`config.mk`:
```
export PLATFORM = sky130hd
export DESIGN_NAME = dr_bank
export DESIGN_NICKNAME = d
export VERILOG_FILES = /design/src/rtl/dr_pkg.sv /design/src/rtl/dr_alu.sv /design/src/rtl/dr_bank.sv
export SDC_FILE = /design/constraint.sdc
export NUM_CORES = 1
export LEC_CHECK = 0
export CELL_PAD_IN_SITES_DETAIL_PLACEMENT = 1
export CELL_PAD_IN_SITES_GLOBAL_PLACEMENT = 1
export CORE_AREA = 2 2 88 99
export DETAILED_ROUTE_END_ITERATION = 10
export DIE_AREA = 0 0 90 101
export PLACE_DENSITY_LB_ADDON = 0.15
export REMOVE_ABC_BUFFERS = 1
export SLEW_MARGIN = 0
export SYNTH_ARGS = -nofsm -noshare
export SYNTH_HDL_FRONTEND = slang
export SYNTH_SLANG_ARGS = --single-unit
export TNS_END_PERCENT = 50
```
`constraint.sdc`:
```
create_clock -name CLK -period 2.7 [get_ports CLK]
set_input_delay 0.54 -clock CLK [delete_from_list [all_inputs] [get_ports CLK]]
set_output_delay 0.54 -clock CLK [all_outputs]
set_load 0.03 [all_outputs]
```
`src/rtl/dr_pkg.sv`:
```
// Shared definitions for the data-register bank: operation codes and flag reset values.
// Latency: n/a (constants only).
// Backpressure: n/a.
package dr_pkg;

    // Operation codes applied to the selected register when the write strobe is high
    localparam logic [2:0] OP_HOLD = 3'b000;
    localparam logic [2:0] OP_LOAD = 3'b001;
    localparam logic [2:0] OP_INC  = 3'b010;
    localparam logic [2:0] OP_DEC  = 3'b011;
    localparam logic [2:0] OP_SHL  = 3'b100;
    localparam logic [2:0] OP_SHR  = 3'b101;
    localparam logic [2:0] OP_ROL  = 3'b110;
    localparam logic [2:0] OP_CLR  = 3'b111;

    // Flag values after reset: no carry, and the all-zero register file reads as zero
    localparam logic CF_RST = 1'b0;
    localparam logic ZF_RST = 1'b1;

endpackage

```
`src/rtl/dr_alu.sv`:
```
// Result/flag generator for one register write: load, inc, dec, shifts, rotate, clear.
// Latency: purely combinational.
// Backpressure: none; caller decides whether the result is captured.
module dr_alu
    import dr_pkg::*;
#(
    parameter int WIDTH = 8
) (
    input  logic [2:0]       op_i,
    input  logic [WIDTH-1:0] opnd_i,
    input  logic [WIDTH-1:0] dbus_i,
    input  logic             cf_i,
    output logic [WIDTH-1:0] res_o,
    output logic             cf_o,
    output logic             zero_o
);

    localparam logic [WIDTH-1:0] ONE = {{(WIDTH-1){1'b0}}, 1'b1};

    // Compute the new register value and carry; hold/load/clear keep the incoming carry
    always_comb begin
        res_o = opnd_i;
        cf_o  = cf_i;
        case (op_i)
            OP_LOAD: res_o = dbus_i;
            OP_INC: begin
                res_o = opnd_i + ONE;
                cf_o  = (opnd_i == {WIDTH{1'b1}});
            end
            OP_DEC: begin
                res_o = opnd_i - ONE;
                cf_o  = (opnd_i == '0);
            end
            OP_SHL: begin
                res_o = {opnd_i[WIDTH-2:0], 1'b0};
                cf_o  = opnd_i[WIDTH-1];
            end
            OP_SHR: begin
                res_o = {1'b0, opnd_i[WIDTH-1:1]};
                cf_o  = opnd_i[0];
            end
            OP_ROL: begin
                res_o = {opnd_i[WIDTH-2:0], cf_i};
                cf_o  = opnd_i[WIDTH-1];
            end
            OP_CLR:  res_o = '0;
            default: ;
        endcase
    end

    assign zero_o = (res_o == '0);

endmodule

```
`src/rtl/dr_bank.sv`:
```
// Bank of NREG data registers with op-coded writes, three independent read buses, CF/ZF flags.
// Latency: writes visible one cycle after the capturing edge; reads combinational.
// Backpressure: none; a write is taken on every edge with IDR high and a non-hold op.
module dr_bank
    import dr_pkg::*;
#(
    parameter  int WIDTH = 8,
    parameter  int NREG  = 4,
    localparam int SELW  = (NREG > 2) ? $clog2(NREG) : 1
) (
    input  logic             CLK,
    input  logic             RST,
    input  logic [WIDTH-1:0] DBUS,
    input  logic             IDR,
    input  logic [2:0]       OP,
    input  logic [SELW-1:0]  WSEL,
    input  logic [SELW-1:0]  DSEL,
    input  logic [SELW-1:0]  ASEL,
    input  logic [SELW-1:0]  CSEL,
    input  logic             EDR,
    input  logic             EAR,
    input  logic             ECR,
    output logic [WIDTH-1:0] dbus,
    output logic [WIDTH-1:0] abus,
    output logic [WIDTH-1:0] cbus,
    output logic             CF,
    output logic             ZF
);

    // Every select code gets a slot; slots past NREG read zero and reject writes,
    // which keeps the muxes free of range compares for non-power-of-two banks.
    localparam int NSLOT = 1 << SELW;

    logic [WIDTH-1:0] regs_q [NREG];
    logic             cf_q;
    logic             zf_q;

    logic [WIDTH-1:0] slot_val [NSLOT];
    logic [NSLOT-1:0] slot_ok;

    logic             wr_en;
    logic [WIDTH-1:0] res_d;
    logic             cf_d;
    logic             zf_d;

    for (genvar g = 0; g < NSLOT; g++) begin : g_slot
        if (g < NREG) begin : g_real
            assign slot_val[g] = regs_q[g];
            assign slot_ok[g]  = 1'b1;
        end else begin : g_pad
            assign slot_val[g] = '0;
            assign slot_ok[g]  = 1'b0;
        end
    end

    assign wr_en = IDR && (OP != OP_HOLD) && slot_ok[WSEL];

    dr_alu #(
        .WIDTH (WIDTH)
    ) u_alu (
        .op_i   (OP),
        .opnd_i (slot_val[WSEL]),
        .dbus_i (DBUS),
        .cf_i   (cf_q),
        .res_o  (res_d),
        .cf_o   (cf_d),
        .zero_o (zf_d)
    );

    // Register array and flags: reset clears everything, a valid write updates one register plus both flags
    always_ff @(posedge CLK or posedge RST) begin
        if (RST) begin
            for (int i = 0; i < NREG; i++) begin
                regs_q[i] <= '0;
            end
            cf_q <= CF_RST;
            zf_q <= ZF_RST;
        end else if (wr_en) begin
            for (int i = 0; i < NREG; i++) begin
                if (WSEL == SELW'(i)) begin
                    regs_q[i] <= res_d;
                end
            end
            cf_q <= cf_d;
            zf_q <= zf_d;
        end
    end

    // Read buses see current contents (no write bypass); a disabled bus drives zero
    assign dbus = EDR ? '0 : slot_val[DSEL];
    assign abus = EAR ? '0 : slot_val[ASEL];
    assign cbus = ECR ? '0 : slot_val[CSEL];

    assign CF = cf_q;
    assign ZF = zf_q;

endmodule

```
* After elaboration in Yosys (flattened, before gate mapping) *
Index checks and enable logic that the tools add are counted.
W data, S select, Z words.

operators by class
  $lt $le $gt $ge = 5
  reductions and logical operators = 13
  bitwise logic cells = 4
  muxes and demuxes = 19
  equality and inequality tests = 11
  add/sub/neg operators = 2

operators by type and width
  operator               count
  $mux W8                11
  $bmux W8 S2            4
  $pmux W8 S7            1
  $logic_not A8 Y1       2
  $eq A3 B3 Y1 const B   4
  $ge A3 B3 Y1 const B   4
  $not A2 Y3             4
  $reduce_and A2 Y1      5
  $add A8 B1 Y8 const B  1
  $eq A8 B8 Y1 const B   1
  $sub A8 B1 Y8 const B  1
  $eq A3 B2 Y1 const B   2
  $eq A2 B2 Y1 const B   2
  $pmux W1 S4            1
  $reduce_bool A4 Y1     1
  $eq A3 B1 Y1 const B   1
  $lt A2 B3 Y1 const B   1
  $reduce_bool A3 Y1     1
  $bmux W1 S2            1
  $eq A2 B1 Y1 const B   1
  $logic_and A1 B1 Y1    2
  $logic_not A2 Y1       1
  $reduce_or A2 Y1       1
  $mux W1                1

word-level totals
  output and inout port bits = 26
  logic and storage cells = 60
  register bits after elaboration = 34
  input port bits = 25

* Depth between registers and ports, before layout *
  depth after elaboration = 7
  mapped depth = 11
  depth with buffers taken out = 10

* Cells and area by module *
Synthesis repeated with hierarchy kept, for this count alone.

second synthesis, totals
  cell total of the unflattened synthesis = 253
  area total of the unflattened synthesis = 2,990.4 µm²

modules (own cells, without submodules)
  module   area each (µm²)  instances  sequential area each (µm²)  cells each
  dr_bank  2,240.9          1          852.1                       140
  dr_alu   749.5            1          0.0                         113

* Least setup slack after synthesis *
No wires, ideal clock.

  path kind = input to register
  start point = in WSEL[1]
  end point = reg zf_q, in the netlist ZF
  stages on the path = 11
  buffers on the path = 2
  slack = -0.739 ns
  data arrival time = 3.342 ns
  library setup time = 0.097 ns
  data required time = 2.603 ns
  cells stage by stage = buf_2 buf_1 mux4_1 fa_1 xor2_1 o221ai_1 nand2_1 nand2_1 o21ai_0 or4_4 o41ai_2

between the ends
  word-level cells in the longest chain between the ends = 7
  elaborated cells between the ends (all ways) = 11
  classes of those cells = 2 x add/sub; 6 x mux; 1 x bitwise; 2 x reduce/logical

ends and longest elaborated chain
  item                                                   RTL line                    source
  from (decl)                                            dr_bank.sv:16               input logic [SELW-1:0] WSEL,
  $not A2 Y3 (implied by the code)                       dr_bank.sv:62               .opnd_i (slot_val[WSEL]),
  $bmux W8 S2                                            dr_bank.sv:62
  $mux W8 (implied by the code) (2 in series)            dr_bank.sv:62
  $sub A8 B1 Y8 / $add A8 B1 Y8 (equally long branches)  dr_alu.sv:31, dr_alu.sv:27
  $pmux W8 S7                                            dr_alu.sv:24                case (op_i)
  $logic_not A8 Y1                                       dr_alu.sv:51                assign zero_o = (res_o == '0);
  to (signal assigned)                                   dr_bank.sv:85               zf_q <= zf_d;
  to (decl)                                              dr_bank.sv:36               logic zf_q;

Parallel ways exist; a longest one is shown, timed or not. The select of a mux whose other input is x is not followed.
A chain may end at the register's enable or synchronous reset.

* Final worst setup path *
  start point = reg regs_q[17] in the netlist's numbering
  end point = reg zf_q, in the netlist ZF

between the ends
  word-level cells in the longest chain between the ends = 6
  elaborated cells between the ends (all ways) = 7
  classes of those cells = 2 x add/sub; 4 x mux; 1 x reduce/logical

ends and longest elaborated chain
  item                                                   RTL line                    source
  from (decl)                                            dr_bank.sv:34               logic [WIDTH-1:0] regs_q [NREG];
  from (signal, indexed assignment)                      dr_bank.sv:81               regs_q[i] <= res_d;
  $bmux W8 S2 *                                          dr_bank.sv:62
  $mux W8 (implied by the code) * (2 in series)          dr_bank.sv:62
  $sub A8 B1 Y8 / $add A8 B1 Y8 (equally long branches)  dr_alu.sv:31, dr_alu.sv:27
  $pmux W8 S7 *                                          dr_alu.sv:24
  $logic_not A8 Y1 *                                     dr_alu.sv:51

Every way passes the cells marked *; elsewhere a longest branch is shown, timed or not. The select of a mux whose other input is x is not followed.

==> results by group <==
Clock network
  • Number of buffers on the longest clock path: 2
  • Root buffer cell: clkbuf_8
  • Cts hold-fix bufs: 0
  • Worst-skew pair later-pin latency: 0.28 ns
  • CTS tree: built
  • Clock-pin slew on the worst setup and hold paths: 0.07 ns
  • Clock Sink Count: 34
  • H-Tree Depth: 2
  • CTS buffer count: 5

Setup path
  • Kind of start point of the critical path: flip-flop
  • Critical-path cell list: mux4_2 -> ha_4 -> a21o_1 -> a21oi_2 -> buf_4 -> xor2_1 -> o2111ai_1 -> o21a_2 -> or4_4 -> o41ai_2
  • Critical-path top delay cell: mux4_2
  • Crit path kind: flip-flop to flip-flop
  • Crit-path max FO: 2
  • Slowest cell delay on critical path: 0.53 ns
  • Arrival time worst endpoint: 3.15 ns
  • Setup crit end kind: flip-flop
  • Crit-path leading delay family: compound AO/OA/AOI/OAI gates
  • Buf/Inv on CP: 1
  • Worst path required time: 2.89 ns

Floorplan
  • Die height: 101 um
  • # IOs: 51
  • # rows: 35
  • Core Footprint: 8145 sq um
  • Starting density of the core: 0.3687
  • Die X: 90 um
  • Die area: 9090 sq um

Global routing
  • Vias in the first global route: 3315
  • First-pass GRT wire length: 18150 um
  • GR Util All Layers: 0.2597
  • GRT Residual Overflow: 0
  • Largest net degree at the start of global routing: 35
  • Antenna violations before repair: 0

Finish
  • P&R area growth vs syn: 58.50%
  • Area of the multi-input gates: 2266 sq um
  • Most frequent cells in the layout: buf_4, dfrtp_1, mux4_2
  • NumNets Final: 454
  • Flip-flop and latch area: 852.1 sq um
  • Commonest non-fill, non-tap cell in the layout: buf_4
  • Finished layout cell area: 4760 sq um
  • Antenna fix cells: 0
  • Fillers: 903
  • Layout cells sized above 1: 0.5461
  • Non-filler instance count after layout: 534

Drt
  • DRT Wirelength: 11820 um
  • Vias per cell: 5.596
  • Residual DRC count: 0
  • Drt initial violations: 89
  • Initial DRT Pass Iterations: 4
  • Drt wl/cell: 22.13 um
  • Vias: 2988
  • ANT nets after route: 0

STA
  • Slew Limit Fails: 0
  • Post-layout min period: 2.968 ns
  • Slew HR: 0.6748
  • Worst setup margin: -0.2677 ns
  • Fmax achieved: 0.3370 GHz
  • Clock Skew: 0.007067 ns
  • Slew @ Worst Pin: 0.4878 ns
  • Part of the cycle the worst path needs: 1.099
  • Setup Total Neg Slack: -1.628 ns
  • RSZ-0062 raised after global routing: true
  • Final hold violations: 0
  • Final setup fails: 14

Synth
  • Post-synth EDFFs: 0
  • Gate Count Post-Synth: 271
  • Yosys reg bits: 34
  • Post-synth cell types: 48
  • Sequential area share after synthesis: 0.2838
  • Ys flop type: dfrtp_1
  • Asr flop ratio synth: 1.000
  • Cell Area, Synth: 3003 sq um
  • YS warnings: 0
  • Synth Area per Inst: 11.08 sq um

Power
  • Power Dens Cells: 847.9 nW/um^2
  • Leak: 2.041 nW
  • Worst vdd ir: 0.5098 mV

Placement
  • Number of port buffers: 50
  • Inst Count DP: 514
  • Final Wtd Congestion: 0.8589
  • DP Wirelength: 8912 um
  • Area after DPL: 4348 sq um

Hold path
  • Class of the worst hold path: flip-flop to flip-flop

Status
  • Failing checks: negative setup slack
  • Status: finished with violations

Job
  • Maxcap violations: 0
## flip-flops by register name, indices dropped and copies added, names as in the netlist
register and flops:
CF 1, regs_q 32, ZF 1
## cell families (layout without fill, tap and decap cells)
group           count (synthesis)  after routing  share of synthesized area
flops                          34             34                     0.2838
xor+xnor                        6              6                    0.01750
compound gates                 52             52                     0.1163
mux                            66             66                     0.3675
simple gates                   84             84                     0.1521
buf+inv                        22            174                    0.03125
fa+ha+maj                       7              7                    0.03167
## power by group
group / switching, mW / internal (mW)
sequential: 0.179 / 0.718
clock: 0.182 / 0.183
combinational: 1.26 / 1.51
## worst paths after layout
path,to,slack (ns),cells after the start,from
max in group asynchronous,ZF$_DFFE_PP1P_,1.66,3,RST
min reg2reg,ZF$_DFFE_PP1P_,0.51,2,ZF$_DFFE_PP1P_
min,ZF$_DFFE_PP1P_,0.51,2,ZF$_DFFE_PP1P_
max,ZF$_DFFE_PP1P_,-0.27,10,regs_q[17]$_DFFE_PP0P_
max reg2reg,ZF$_DFFE_PP1P_,-0.27,10,regs_q[17]$_DFFE_PP0P_
min in group asynchronous,regs_q[4]$_DFFE_PP0P_,0.67,3,RST
## per-stage QoR
step / setup WS [ns] / hold slack [ns] / power (mW) / utilization
final: -0.2677 / 0.5066 / 4.036 / 0.5843
after global routing: -0.3362 / 0.5193 / 4.256 / 0.5843
after CTS: -0.2434 / 0.4978 / 3.912 / 0.5728
after global placement: -1.149 / 0.4888 / 3.274 / 0.5338
after floorplan: -0.4377 / 0.4937 / 2.160 / -
after detailed placement: -1.238 / 0.4882 / 3.384 / 0.5338
## layout make-up
type	count	area share
Tap cell	111	0.02918
Multi-Input combinational cell	215	0.4761
Clock buffer	8	0.01682
Inverter	5	0.003943
Sequential cell	34	0.1790
Timing Repair Buffer	161	0.2950
## routing by layer
metal  routed length [um]  global-route usage  vias up
met5                    0                   0        -
met4                  225             0.07692        0
met3                  331             0.02618       19
met2                 6333              0.4928       74
met1                 4927              0.3127     1544
li1                     -                   -     1351
## cells in the mapped netlist, types with 2 or more instances
master | instances | area [sq um]
clkbuf_1 | 11 | 41.29
mux2i_1 | 3 | 30.03
nor3b_1 | 3 | 22.52
o31ai_1 | 3 | 22.52
nand2_1 | 12 | 45.04
nor2_1 | 17 | 63.81
nand3b_1 | 4 | 30.03
o211ai_1 | 4 | 30.03
dfrtp_1 | 33 | 825.8
a22oi_1 | 3 | 22.52
o22ai_1 | 2 | 12.51
a31oi_1 | 4 | 25.02
mux4_2 | 31 | 698.2
mux2_2 | 31 | 349.1
nor3_1 | 7 | 35.03
ha_1 | 6 | 75.07
o21ai_0 | 10 | 50.05
o2111ai_1 | 2 | 17.52
o221ai_1 | 2 | 17.52
buf_1 | 2 | 7.510
nand4_1 | 3 | 18.77
inv_1 | 5 | 18.77
nand2b_1 | 3 | 18.77
xor2_1 | 2 | 17.52
a21o_1 | 2 | 15.01
nor2b_1 | 27 | 168.9
a21oi_1 | 11 | 55.05
xnor2_1 | 4 | 35.03
buf_2 | 3 | 15.01
or3_1 | 3 | 18.77
## repair_timing
action,CTS,global route
endpoints found under the hold margin,0,0
setup endpoints to repair,56,38
pin swaps,24,11
resized for setup,110,25
buffers inserted,10,4
## tightest hold or removal path, stage by stage, from the launching register on
cell and delay [ns]:
dfstp_2 0.38, nand2_1 0.07, o41ai_2 0.06
No activity file was read; power rests on OpenSTA's default activity.
